**config.mk**
```make
export PLATFORM = sky130hd
export DESIGN_NAME = spm_seq_ctrl
export DESIGN_NICKNAME = d
export VERILOG_FILES = /design/src/rtl/spm_pkg.sv /design/src/rtl/rise_det.sv /design/src/rtl/spm_seq_ctrl.sv
export SDC_FILE = /design/constraint.sdc
export NUM_CORES = 1
export LEC_CHECK = 0
export BUFFER_PORTS_ARGS = -buffer_cell sky130_fd_sc_hd__buf_2
export CORE_ASPECT_RATIO = 0.75
export CORE_MARGIN = 2
export CORE_UTILIZATION = 55
export CTS_CLUSTER_DIAMETER = 80
export DETAILED_ROUTE_END_ITERATION = 8
export HOLD_SLACK_MARGIN = 0.1
export PLACE_DENSITY_LB_ADDON = 0.1
export SYNTH_ARGS = -nofsm -noshare
export SYNTH_HDL_FRONTEND = slang
export SYNTH_SLANG_ARGS = --single-unit
```
**constraint.sdc**
```tcl
create_clock -name clk -period 3.08 [get_ports clk]
set_input_delay 0.616 -clock clk [delete_from_list [all_inputs] [get_ports clk]]
set_output_delay 0.616 -clock clk [all_outputs]
set_load 0.005 [all_outputs]
```
**src/rtl/spm_pkg.sv**
```systemverilog
// Shared constants for the serial-parallel multiplier sequencer:
// default operand width, SPM latency and the sequencer state encoding.
package spm_pkg;

   localparam int N_DEF   = 8;
   localparam int LAT_DEF = 1;
   localparam int CNT_W   = $clog2(2 * N_DEF + LAT_DEF);

   localparam logic [1:0] ST_IDLE = 2'd0;
   localparam logic [1:0] ST_LOAD = 2'd1;
   localparam logic [1:0] ST_RUN  = 2'd2;
   localparam logic [1:0] ST_DONE = 2'd3;

endpackage

```
**src/rtl/rise_det.sv**
```systemverilog
// Rising-edge detector for an already-synchronized level. The history flop
// resets to 1 so a level held high through reset release is not an edge.
module rise_det (
   input  logic clk_i,
   input  logic rst_n_i,
   input  logic level_i,
   output logic rise_o
);

   logic level_q;

   always_ff @(posedge clk_i) begin
      if (!rst_n_i) begin
         level_q <= 1'b1;
      end else begin
         level_q <= level_i;
      end
   end

   assign rise_o = level_i & ~level_q;

endmodule

```
**src/rtl/spm_seq_ctrl.sv**
```systemverilog
// Sequencer for the signed NxN serial-parallel multiplier: latches operands,
// streams the multiplier LSB first and deserializes the 2N-bit product.
//
//   state | meaning
//   IDLE  | waiting for a rising edge on start_sync
//   LOAD  | operands latched, SPM cleared
//   RUN   | 2N+LAT cycles of serial multiplier out / product in
//   DONE  | product updated, done pulse high
module spm_seq_ctrl
   import spm_pkg::*;
#(
   parameter int N   = N_DEF,
   parameter int LAT = LAT_DEF
) (
   input  logic             clk,
   input  logic             rst_n,
   input  logic             start_sync,
   input  logic [N-1:0]     a_in,
   input  logic [N-1:0]     b_in,
   output logic             spm_clr,
   output logic             spm_en,
   output logic [N-1:0]     spm_y,
   output logic             spm_x,
   input  logic             spm_p,
   output logic [2*N-1:0]   product,
   output logic             busy,
   output logic             done
);

   localparam int RUN_CYC = 2 * N + LAT;
   localparam int CW      = $clog2(RUN_CYC);
   localparam logic [CW-1:0] CNT_LAST = CW'(RUN_CYC - 1);
   localparam logic [CW-1:0] CNT_LAT  = CW'(LAT);

   logic             start_rise;
   logic [1:0]       state_q, state_d;
   logic [CW-1:0]    cnt_q, cnt_d;
   logic [N-1:0]     y_q, y_d;
   logic [N-1:0]     x_sh_q, x_sh_d;
   logic [2*N-1:0]   prod_sh_q, prod_sh_d;
   logic [2*N-1:0]   product_q, product_d;
   logic             spm_clr_q, spm_clr_d;
   logic             spm_en_q, spm_en_d;
   logic             spm_x_q, spm_x_d;
   logic             busy_q;
   logic             done_q, done_d;

   rise_det u_rise_det (
      .clk_i   (clk),
      .rst_n_i (rst_n),
      .level_i (start_sync),
      .rise_o  (start_rise)
   );

   // Output registers are loaded with the value they must show in the
   // next state, so every output is a flop yet lines up with the state.
   always_comb begin
      state_d   = state_q;
      cnt_d     = cnt_q;
      y_d       = y_q;
      x_sh_d    = x_sh_q;
      prod_sh_d = prod_sh_q;
      product_d = product_q;
      spm_clr_d = 1'b0;
      spm_en_d  = 1'b0;
      spm_x_d   = 1'b0;
      done_d    = 1'b0;
      case (state_q)
         ST_IDLE: begin
            if (start_rise) begin
               state_d   = ST_LOAD;
               spm_clr_d = 1'b1;
            end
         end
         ST_LOAD: begin
            y_d      = a_in;
            x_sh_d   = b_in;
            cnt_d    = '0;
            state_d  = ST_RUN;
            spm_en_d = 1'b1;
            spm_x_d  = b_in[0];
         end
         ST_RUN: begin
            x_sh_d = {x_sh_q[N-1], x_sh_q[N-1:1]};
            cnt_d  = cnt_q + CW'(1);
            if (cnt_q >= CNT_LAT) begin
               prod_sh_d = {spm_p, prod_sh_q[2*N-1:1]};
            end
            if (cnt_q == CNT_LAST) begin
               state_d   = ST_DONE;
               product_d = prod_sh_d;
               done_d    = 1'b1;
            end else begin
               spm_en_d = 1'b1;
               spm_x_d  = x_sh_d[0];
            end
         end
         ST_DONE: begin
            state_d = ST_IDLE;
         end
         default: begin
            state_d = ST_IDLE;
         end
      endcase
   end

   always_ff @(posedge clk) begin
      if (!rst_n) begin
         state_q   <= ST_IDLE;
         cnt_q     <= '0;
         y_q       <= '0;
         x_sh_q    <= '0;
         prod_sh_q <= '0;
         product_q <= '0;
         spm_clr_q <= 1'b0;
         spm_en_q  <= 1'b0;
         spm_x_q   <= 1'b0;
         busy_q    <= 1'b0;
         done_q    <= 1'b0;
      end else begin
         state_q   <= state_d;
         cnt_q     <= cnt_d;
         y_q       <= y_d;
         x_sh_q    <= x_sh_d;
         prod_sh_q <= prod_sh_d;
         product_q <= product_d;
         spm_clr_q <= spm_clr_d;
         spm_en_q  <= spm_en_d;
         spm_x_q   <= spm_x_d;
         busy_q    <= (state_d != ST_IDLE);
         done_q    <= done_d;
      end
   end

   assign spm_clr = spm_clr_q;
   assign spm_en  = spm_en_q;
   assign spm_y   = y_q;
   assign spm_x   = spm_x_q;
   assign product = product_q;
   assign busy    = busy_q;
   assign done    = done_q;

endmodule

```
==> results by group, run 1 <==
Pwr
  – Worst vdd ir: 0.4989 mV
  – P_leak: 0.001250 µW
  – Pwr dens: 785.6 nW/µm²

Clocking
  – Post-CTS Setup Bufs: 0
  – H-tree levels: 3
  – Clock tree buffer depth: 2
  – Clock Sink Count: 59
  – Post-CTS sizing: 0
  – Clock transition at the registers of the reported paths: 70 ps
  – # hold bufs at CTS: 0
  – Total clock buffers created by CTS: 9
  – CTS tree: done
  – CTS root buf: clkbuf_8
  – Clk_lat worst skew: 340 ps

Worst setup path
  – Worst setup path class: reg2reg
  – CP startpoint kind: flop
  – Critical path capture point type: flop
  – CP max FO: 17
  – Max stage delay on crit path: 540 ps
  – CP cell instances: inv_1 > ha_1 > or4_4 > o21ai_4 > mux2i_1
  – Worst EP required: 3340 ps
  – Crit path max-delay family: compound AO/OA/AOI/OAI gates
  – Slowest library cell on the worst path: o21ai_4
  – CP bufs+invs: 1
  – WP data arrival: 2320 ps

Worst hold path
  – Worst Hold Class: in2reg

Timing
  – Skew final: 9.275 ps
  – Crit path time final: 2055 ps
  – Worst slew pin tran: 1027 ps
  – Period utilisation layout: 66.73%
  – Slew HR: 31.49%
  – Setup_tns: 0 ps
  – Hold WS: 463.9 ps
  – Fin. Hold Viols: 0
  – Slew Viols, Final: 0
  – Final setup vio count: 0
  – Max Fclk: 486.5 MHz
  – RSZ-0062 raised after global routing: false

Synthesis
  – Synthesized area per cell: 9.621 µm²
  – Post-Syn Instances: 248
  – Synth unique cells: 29
  – Most frequent cell after synthesis: dfxtp_1
  – Yosys Warn Count: 0
  – Post-synthesis sequential area ratio: 49.50%
  – Synthesized area: 2386 µm²
  – Post-synth EDFFs: 0
  – Area contributors post-synth: dfxtp_1 (50%), mux2i_1 (12%), a211oi_1 (6.9%)
  – Post-synth top area cell: dfxtp_1
  – Synth Net Count: 276
  – FFs w/ async S/R, synth: 0%
  – Top cells by count, synth: dfxtp_1 (59), mux2i_1 (29), a211oi_1 (22)
  – Synth top area share: 49.50%
  – Yosys reg bits: 59
  – Synth Flop Type: dfxtp_1

GRT
  – Vias in the first global route: 1673
  – Initial antenna violation count: 0
  – GRT Residual Overflow: 0
  – GRT Resource Usage Total: 21.16%
  – Pin count of the biggest net entering global routing: 34
  – First-pass GRT wire length: 7.624 mm

Floorplanning
  – Top-level I/O count: 49
  – Die X: 80.06 µm
  – Rows: 20
  – Die height: 61.04 µm
  – Initial core utilization: 58.14%
  – Core Area: 4104 µm²
  – Die area: 4887 µm²

Detailed routing
  – Vias per cell: 5.210
  – Drt pass-1 iters: 4
  – Vias: 1813
  – Final ANT Viol Nets: 0
  – WL per Instance: 13.03 µm
  – Post-Route WL: 4.536 mm
  – Initial drt markers: 67
  – DRC viols: 0

Final layout
  – Fraction of layout cells with a size suffix above 1: 23.21%
  – Fin nets: 316
  – Ant. Diodes: 0
  – Final core occ: 69.76%
  – Area grow syn2layout: 19.98%

Run status
  – Status: finished clean

Placement
  – GPL Wtd Cong: 0.8023
  – Final HPWL from detailed placement: 2.925 mm
  – Port bufs: 48

Run
  – Max-cap violations: 0
## stage by stage
step / total power (µW) / setup WS [ps] / instances / area (µm²)
4_1_cts: 2268 / 1034 / 348 / 2863
6_report: 2249 / 1025 / 348 / 2863
2_1_floorplan: 1302 / 1293 / 248 / 2386
3_3_place_gp: 1408 / 1086 / 332 / 2621
5_1_grt: 2385 / 906.0 / 348 / 2863
3_5_place_dp: 1416 / 1037 / 332 / 2621
## worst paths after layout
path	start	end	slack [ps]	cells after the start
worst max register to register	cnt_q[1]$_SDFFE_PN0P_	prod_sh_q[9]$_SDFFE_PN0P_	1020	5
worst max-delay path	cnt_q[1]$_SDFFE_PN0P_	prod_sh_q[9]$_SDFFE_PN0P_	1020	5
worst min register to register	prod_sh_q[1]$_SDFFE_PN0P_	prod_sh_q[1]$_SDFFE_PN0P_	460	2
worst min-delay path	start_sync	u_rise_det.level_q$_SDFF_PN1_	460	2
## power breakdown
group          internal [µW]  total, µW  switching, µW
clock network            557        849            293
registers                851        895           43.9
logic                    203        505            301
total                   1610       2250            638
## layout make-up
cell class | count | area [µm²]
Clock inverter | 5 | 100.1
Multi-Input combinational cell | 161 | 1090
Fill cell | 343 | 1241
Tap cell | 55 | 68.82
Clock buffer | 11 | 141.4
Inverter | 7 | 26.28
Sequential cell | 59 | 1181
Timing Repair Buffer | 50 | 255.2
## cell families after synthesis
logic type | after synthesis | synth area share, %
and+or+nand+nor | 56 | 10.96
adders and majority gates | 8 | 4.195
muxes | 29 | 12.17
buffers and inverters | 28 | 5.454
DFF | 59 | 49.50
AOI/OAI and AO/OA | 65 | 16.62
xor gates and xnor gates | 3 | 1.101
## placed cells by master, fill, tap and decap left out, drive strengths merged
master / n
dfxtp: 59
nor2: 18
mux2i: 29
a211oi: 22
or2: 1
o21a: 1
or4: 1
nand2: 21
nand2b: 3
nor2b: 2
nand4: 2
and3: 2
clkinv: 2
nand3b: 2
o21ai: 20
xor2: 3
bufinv: 3
a21o: 1
nor4bb: 1
nand3: 2
inv: 7
a21oi: 21
and2: 1
clkbuf: 11
ha: 8
buf: 50
## flip-flops by register name, summed over array words and instances (netlist names)
| signal | flops |
|---|---|
| u_rise_det.level_q | 1 |
| x_sh_q | 7 |
| spm_y | 8 |
| spm_clr | 1 |
| busy | 1 |
| cnt_q | 5 |
| product | 16 |
| prod_sh_q | 15 |
| spm_x | 1 |
| done | 1 |
| state_q | 2 |
| spm_en | 1 |
## metal layers
metal	track usage [%]	part of all wire, %
met3	10.41	5.2
met1	27.26	51
met2	31.43	43
met5	0	0
met4	7.264	1.1
Note: power is estimated with default switching activity, not from simulation.
==> run 2: changes to the inputs <==
- CORE_UTILIZATION: 55 -> 53
- clock period: 3.08 -> 2.1 ns (I/O delays scaled with it)
==> results by group, run 2 (synthesis gave the netlist of run 1 again) <==
Worst setup path
  – CP cell instances: inv_1 > ha_1 > or4_4 > o21ai_4 > buf_4 > mux2i_1 (was inv_1 > ha_1 > or4_4 > o21ai_4 > mux2i_1)
  – CP startpoint kind: flop (unchanged)
  – Max stage delay on crit path: 480 ps (was 540 ps)
  – Worst setup path class: reg2reg (unchanged)
  – CP max FO: 8 (was 17)
  – CP bufs+invs: 2 (was 1)
  – WP data arrival: 2110 ps (was 2320 ps)
  – Critical path capture point type: flop (unchanged)
  – Slowest library cell on the worst path: or4_4 (was o21ai_4)
  – Crit path max-delay family: simple AND/OR/NAND/NOR gates (was compound AO/OA/AOI/OAI gates)
  – Worst EP required: 2360 ps (was 3340 ps)

Floorplanning
  – Core Area: 4388 µm² (was 4104 µm²)
  – Die area: 5060 µm² (was 4887 µm²)
  – Top-level I/O count: 49 (unchanged)
  – Die X: 81.48 µm (was 80.06 µm)
  – Die height: 62.11 µm (was 61.04 µm)
  – Rows: 21 (was 20)
  – Initial core utilization: 54.38% (was 58.14%)

Final layout
  – Largest register FFs: 16 (unchanged)
  – Area grow syn2layout: 21.81% (was 19.98%)
  – Commonest non-fill, non-tap cell in the layout: dfxtp_1 (unchanged)
  – Fin cells: 360 (was 348)
  – Final core occ: 66.24% (was 69.76%)
  – Fin nets: 326 (was 316)
  – Fraction of layout cells with a size suffix above 1: 25.74% (was 23.21%)
  – Ant. Diodes: 0 (unchanged)
  – Most frequent cells in the layout: dfxtp_1 (59), buf_2 (48), mux2i_1 (29) (unchanged)

Timing
  – Worst setup margin: 242.5 ps (was 1025 ps)
  – Final setup vio count: 0 (unchanged)
  – Worst slew pin tran: 587.4 ps (was 1027 ps)
  – Setup_tns: 0 ps (unchanged)
  – Period utilisation layout: 88.45% (was 66.73%)
  – Slew Viols, Final: 0 (unchanged)
  – Slew HR: 60.84% (was 31.49%)
  – RSZ-0062 raised after global routing: false (unchanged)
  – Skew final: 5.793 ps (was 9.275 ps)
  – Crit path time final: 1858 ps (was 2055 ps)
  – Fin. Hold Viols: 0 (unchanged)
  – Max Fclk: 538.3 MHz (was 486.5 MHz)

GRT
  – First-pass GRT wire length: 8.349 mm (was 7.624 mm)
  – GRT Residual Overflow: 0 (unchanged)
  – Vias in the first global route: 1798 (was 1673)
  – GRT Resource Usage Total: 21.79% (was 21.16%)
  – Pin count of the biggest net entering global routing: 34 (unchanged)
  – Initial antenna violation count: 0 (unchanged)

Detailed routing
  – DRC viols: 0 (unchanged)
  – WL per Instance: 13.75 µm (was 13.03 µm)
  – Drt pass-1 iters: 4 (unchanged)
  – Vias: 1896 (was 1813)
  – Post-Route WL: 4.950 mm (was 4.536 mm)
  – Final ANT Viol Nets: 0 (unchanged)
  – Vias per cell: 5.267 (was 5.210)
  – Initial drt markers: 88 (was 67)

Pwr
  – Worst vdd ir: 0.6573 mV (was 0.4989 mV)
  – Pwr Total: 3196 µW (was 2249 µW)
  – Pwr dens: 1100 nW/µm² (was 785.6 nW/µm²)
  – P_leak: 0.001285 µW (was 0.001250 µW)

Placement
  – Dpl cells: 344 (was 332)
  – Port bufs: 48 (unchanged)
  – Setup WS pre-CTS: 263.4 ps (was 1037 ps)
  – Final HPWL from detailed placement: 3.272 mm (was 2.925 mm)
  – GPL Wtd Cong: 0.7733 (was 0.8023)

Clocking
  – Total clock buffers created by CTS: 9 (unchanged)
  – Clock transition at the registers of the reported paths: 70 ps (about the same)
  – Clk_lat worst skew: 330 ps (was 340 ps)
  – CTS tree: done (unchanged)
  – Post-CTS Setup Bufs: 0 (unchanged)
  – Post-CTS sizing: 0 (unchanged)
  – H-tree levels: 3 (unchanged)
  – # hold bufs at CTS: 0 (unchanged)
  – Clock tree buffer depth: 2 (unchanged)
  – Clock Sink Count: 59 (unchanged)
  – CTS root buf: clkbuf_8 (unchanged)

Worst hold path
  – Worst Hold Class: in2reg (unchanged)

Run
  – Max-cap violations: 0 (unchanged)

Run status
  – Status: finished clean (unchanged)
-- run 2: cell count changes in the layout (fill, tap and decap cells not counted), sizes merged --
cell,change
clkinv,+2
buf,+10
bufinv,-1
clkbuf,-1
-- run 2: path summary, 6_finish.rpt --
path	start	endpoint	slack (ps)	cells after the start
worst max-delay path	cnt_q[1]$_SDFFE_PN0P_	prod_sh_q[2]$_SDFFE_PN0P_	240	6
worst min-delay path	start_sync	u_rise_det.level_q$_SDFF_PN1_	290	2
worst max register to register	cnt_q[1]$_SDFFE_PN0P_	prod_sh_q[2]$_SDFFE_PN0P_	240	6
worst min register to register	x_sh_q[7]$_SDFFE_PN0P_	x_sh_q[7]$_SDFFE_PN0P_	470	2
-- run 2: metrics by stage --
stage / hold WS (ps) / instance area, µm²
2_1_floorplan: 436.8 / 2386
3_3_place_gp: 444.9 / 2699
3_5_place_dp: 465.9 / 2699
4_1_cts: 272.6 / 2907
5_1_grt: 284.5 / 2907
6_report: 286.3 / 2907
-- run 2: report_power, final --
part	internal, µW	switching (µW)
registers	1250	61.8
logic	343	458
clock network	660	426
total	2250	946
-- run 2: layout make-up --
cell class,count,area [µm²]
Timing Repair Buffer,60,330.3
Fill cell,359,1481
Tap cell,57,71.32
Clock inverter,6,80.08
Sequential cell,59,1181
Multi-Input combinational cell,161,1090
Clock buffer,10,127.6
Inverter,7,26.28
-- run 2: per-layer routing --
| layer | vias to the layer above | part of all wire, % | GRT usage (%) | wire length (µm) |
|---|---|---|---|---|
| met1 | 881 | 49 | 28.64 | 2420 |
| met4 | 0 | 0.99 | 8.263 | 49 |
| met5 | - | 0 | 0 | 0 |
| met3 | 6 | 5.2 | 6.977 | 255 |
| li1 | 963 | - | - | - |
| met2 | 46 | 45 | 33.30 | 2225 |
==> run 3: changes to the inputs <==
- CORE_MARGIN: 2 -> 1
- clock period: 2.1 -> 1.9 ns (I/O delays scaled with it)
==> results by group, run 3 (synthesis gave the netlist of run 1 again) <==
Floorplanning
  – Die X: 79.48 µm (was 81.48 µm)
  – Die area: 4777 µm² (was 5060 µm²)
  – Initial core utilization: 57.10% (was 54.38%)
  – Top-level I/O count: 49 (unchanged)
  – Rows: 20 (was 21)
  – Core Area: 4179 µm² (was 4388 µm²)
  – Die height: 60.11 µm (was 62.11 µm)

Worst setup path
  – CP max FO: 16 (was 8)
  – Worst setup path class: reg2reg (unchanged)
  – CP bufs+invs: 2 (unchanged)
  – CP cell instances: inv_1 > ha_1 > or4_4 > buf_4 > o21ai_0 > a211oi_1 (was inv_1 > ha_1 > or4_4 > o21ai_4 > buf_4 > mux2i_1)
  – Max stage delay on crit path: 430 ps (was 480 ps)
  – Crit path max-delay family: simple AND/OR/NAND/NOR gates (unchanged)
  – Slowest library cell on the worst path: or4_4 (unchanged)
  – Worst EP required: 2110 ps (was 2360 ps)
  – Critical path capture point type: flop (unchanged)
  – CP startpoint kind: flop (unchanged)
  – WP data arrival: 1930 ps (was 2110 ps)

Detailed routing
  – Post-Route WL: 4.637 mm (was 4.950 mm)
  – Initial drt markers: 99 (was 88)
  – DRC viols: 0 (unchanged)
  – Vias per cell: 5.257 (was 5.267)
  – Vias: 1861 (was 1896)
  – WL per Instance: 13.10 µm (was 13.75 µm)
  – Final ANT Viol Nets: 0 (unchanged)
  – Drt pass-1 iters: 4 (unchanged)

Final layout
  – Largest register FFs: 16 (unchanged)
  – Fraction of layout cells with a size suffix above 1: 24.75% (was 25.74%)
  – Commonest non-fill, non-tap cell in the layout: dfxtp_1 (unchanged)
  – Area grow syn2layout: 20.87% (was 21.81%)
  – Final core occ: 69.01% (was 66.24%)
  – Fill cells: 336 (was 359)
  – Fin nets: 322 (was 326)
  – Ant. Diodes: 0 (unchanged)
  – Most frequent cells in the layout: dfxtp_1 (59), buf_2 (48), mux2i_1 (29) (unchanged)

Placement
  – Setup WS pre-CTS: 167.9 ps (was 263.4 ps)
  – Port bufs: 48 (unchanged)
  – GPL Wtd Cong: 0.7678 (was 0.7733)
  – Final HPWL from detailed placement: 2.978 mm (was 3.272 mm)

Worst hold path
  – Worst Hold Class: in2reg (unchanged)

Clocking
  – CTS root buf: clkbuf_8 (unchanged)
  – Clock transition at the registers of the reported paths: 60 ps (was 70 ps)
  – Post-CTS Setup Bufs: 0 (unchanged)
  – Clock tree buffer depth: 2 (unchanged)
  – Total clock buffers created by CTS: 9 (unchanged)
  – Clk_lat worst skew: 330 ps (about the same)
  – Clock Sink Count: 59 (unchanged)
  – H-tree levels: 3 (unchanged)
  – CTS tree: done (unchanged)

Timing
  – Worst setup margin: 178.4 ps (was 242.5 ps)
  – Period utilisation layout: 90.61% (was 88.45%)
  – Hold WS: 259.4 ps (was 286.3 ps)
  – Final setup vio count: 0 (unchanged)
  – Setup_tns: 0 ps (unchanged)
  – Skew final: 5.688 ps (was 5.793 ps)
  – Slew Viols, Final: 0 (unchanged)
  – Worst slew pin tran: 541.5 ps (was 587.4 ps)
  – Crit path time final: 1722 ps (was 1858 ps)
  – Slew HR: 63.90% (was 60.84%)
  – RSZ-0062 raised after global routing: false (unchanged)
  – Fin. Hold Viols: 0 (unchanged)
  – Max Fclk: 580.8 MHz (was 538.3 MHz)

GRT
  – Initial antenna violation count: 0 (unchanged)
  – Vias in the first global route: 1686 (was 1798)
  – GRT Residual Overflow: 0 (unchanged)
  – GRT Resource Usage Total: 22.35% (was 21.79%)
  – First-pass GRT wire length: 7.900 mm (was 8.349 mm)
  – Pin count of the biggest net entering global routing: 33 (was 34)

Pwr
  – P_leak: 0.001266 µW (was 0.001285 µW)
  – Pwr Total: 3413 µW (was 3196 µW)
  – Worst vdd ir: 0.6827 mV (was 0.6573 mV)
  – Pwr dens: 1184 nW/µm² (was 1100 nW/µm²)

Run
  – Max-cap violations: 0 (unchanged)

Run status
  – Status: finished clean (unchanged)
==> run 3: worst paths after layout <==
path / start / endpoint / slack [ps] / depth (start not counted)
max: cnt_q[1]$_SDFFE_PN0P_ / product[12]$_SDFFE_PN0P_ / 180 / 6
min reg2reg: x_sh_q[7]$_SDFFE_PN0P_ / x_sh_q[7]$_SDFFE_PN0P_ / 480 / 2
max reg2reg: cnt_q[1]$_SDFFE_PN0P_ / product[12]$_SDFFE_PN0P_ / 180 / 6
min: start_sync / u_rise_det.level_q$_SDFF_PN1_ / 260 / 2
==> run 3: repair_timing <==
item	4_1_cts	5_1_grt
endpoints found under the setup margin	0	1
hold buffers	0	0
resized for setup	0	2
==> run 3: through the flow <==
stage / std cells / instance area, µm²
after floorplan: 248 / 2386
after global placement: 338 / 2691
after detailed placement: 338 / 2691
after CTS: 354 / 2883
after global routing: 354 / 2884
final: 354 / 2884
==> run 3: layout make-up <==
| cell class | count | area, µm² | area share, % |
|---|---|---|---|
| Clock buffer | 15 | 186.4 | 6.464 |
| Tap cell | 55 | 68.82 | 2.386 |
| Sequential cell | 59 | 1181 | 40.95 |
| Multi-Input combinational cell | 161 | 1091 | 37.83 |
| Inverter | 7 | 26.28 | 0.9111 |
| Clock inverter | 1 | 5.005 | 0.1735 |
| Timing Repair Buffer | 56 | 325.3 | 11.28 |
==> run 3: metal layers <==
layer	track usage, %	wire length [µm]
met3	6.870	222
met2	32.23	1971
met5	0	0
met1	30.32	2384
met4	10.91	59
==> run 3: power by group <==
group	internal (µW)	leakage [µW]	switching, µW
combinational	382	0.000689	513
clock	615	0.0000997	450
sequential	1380	0.000478	73.9
total	2380	0.00127	1040
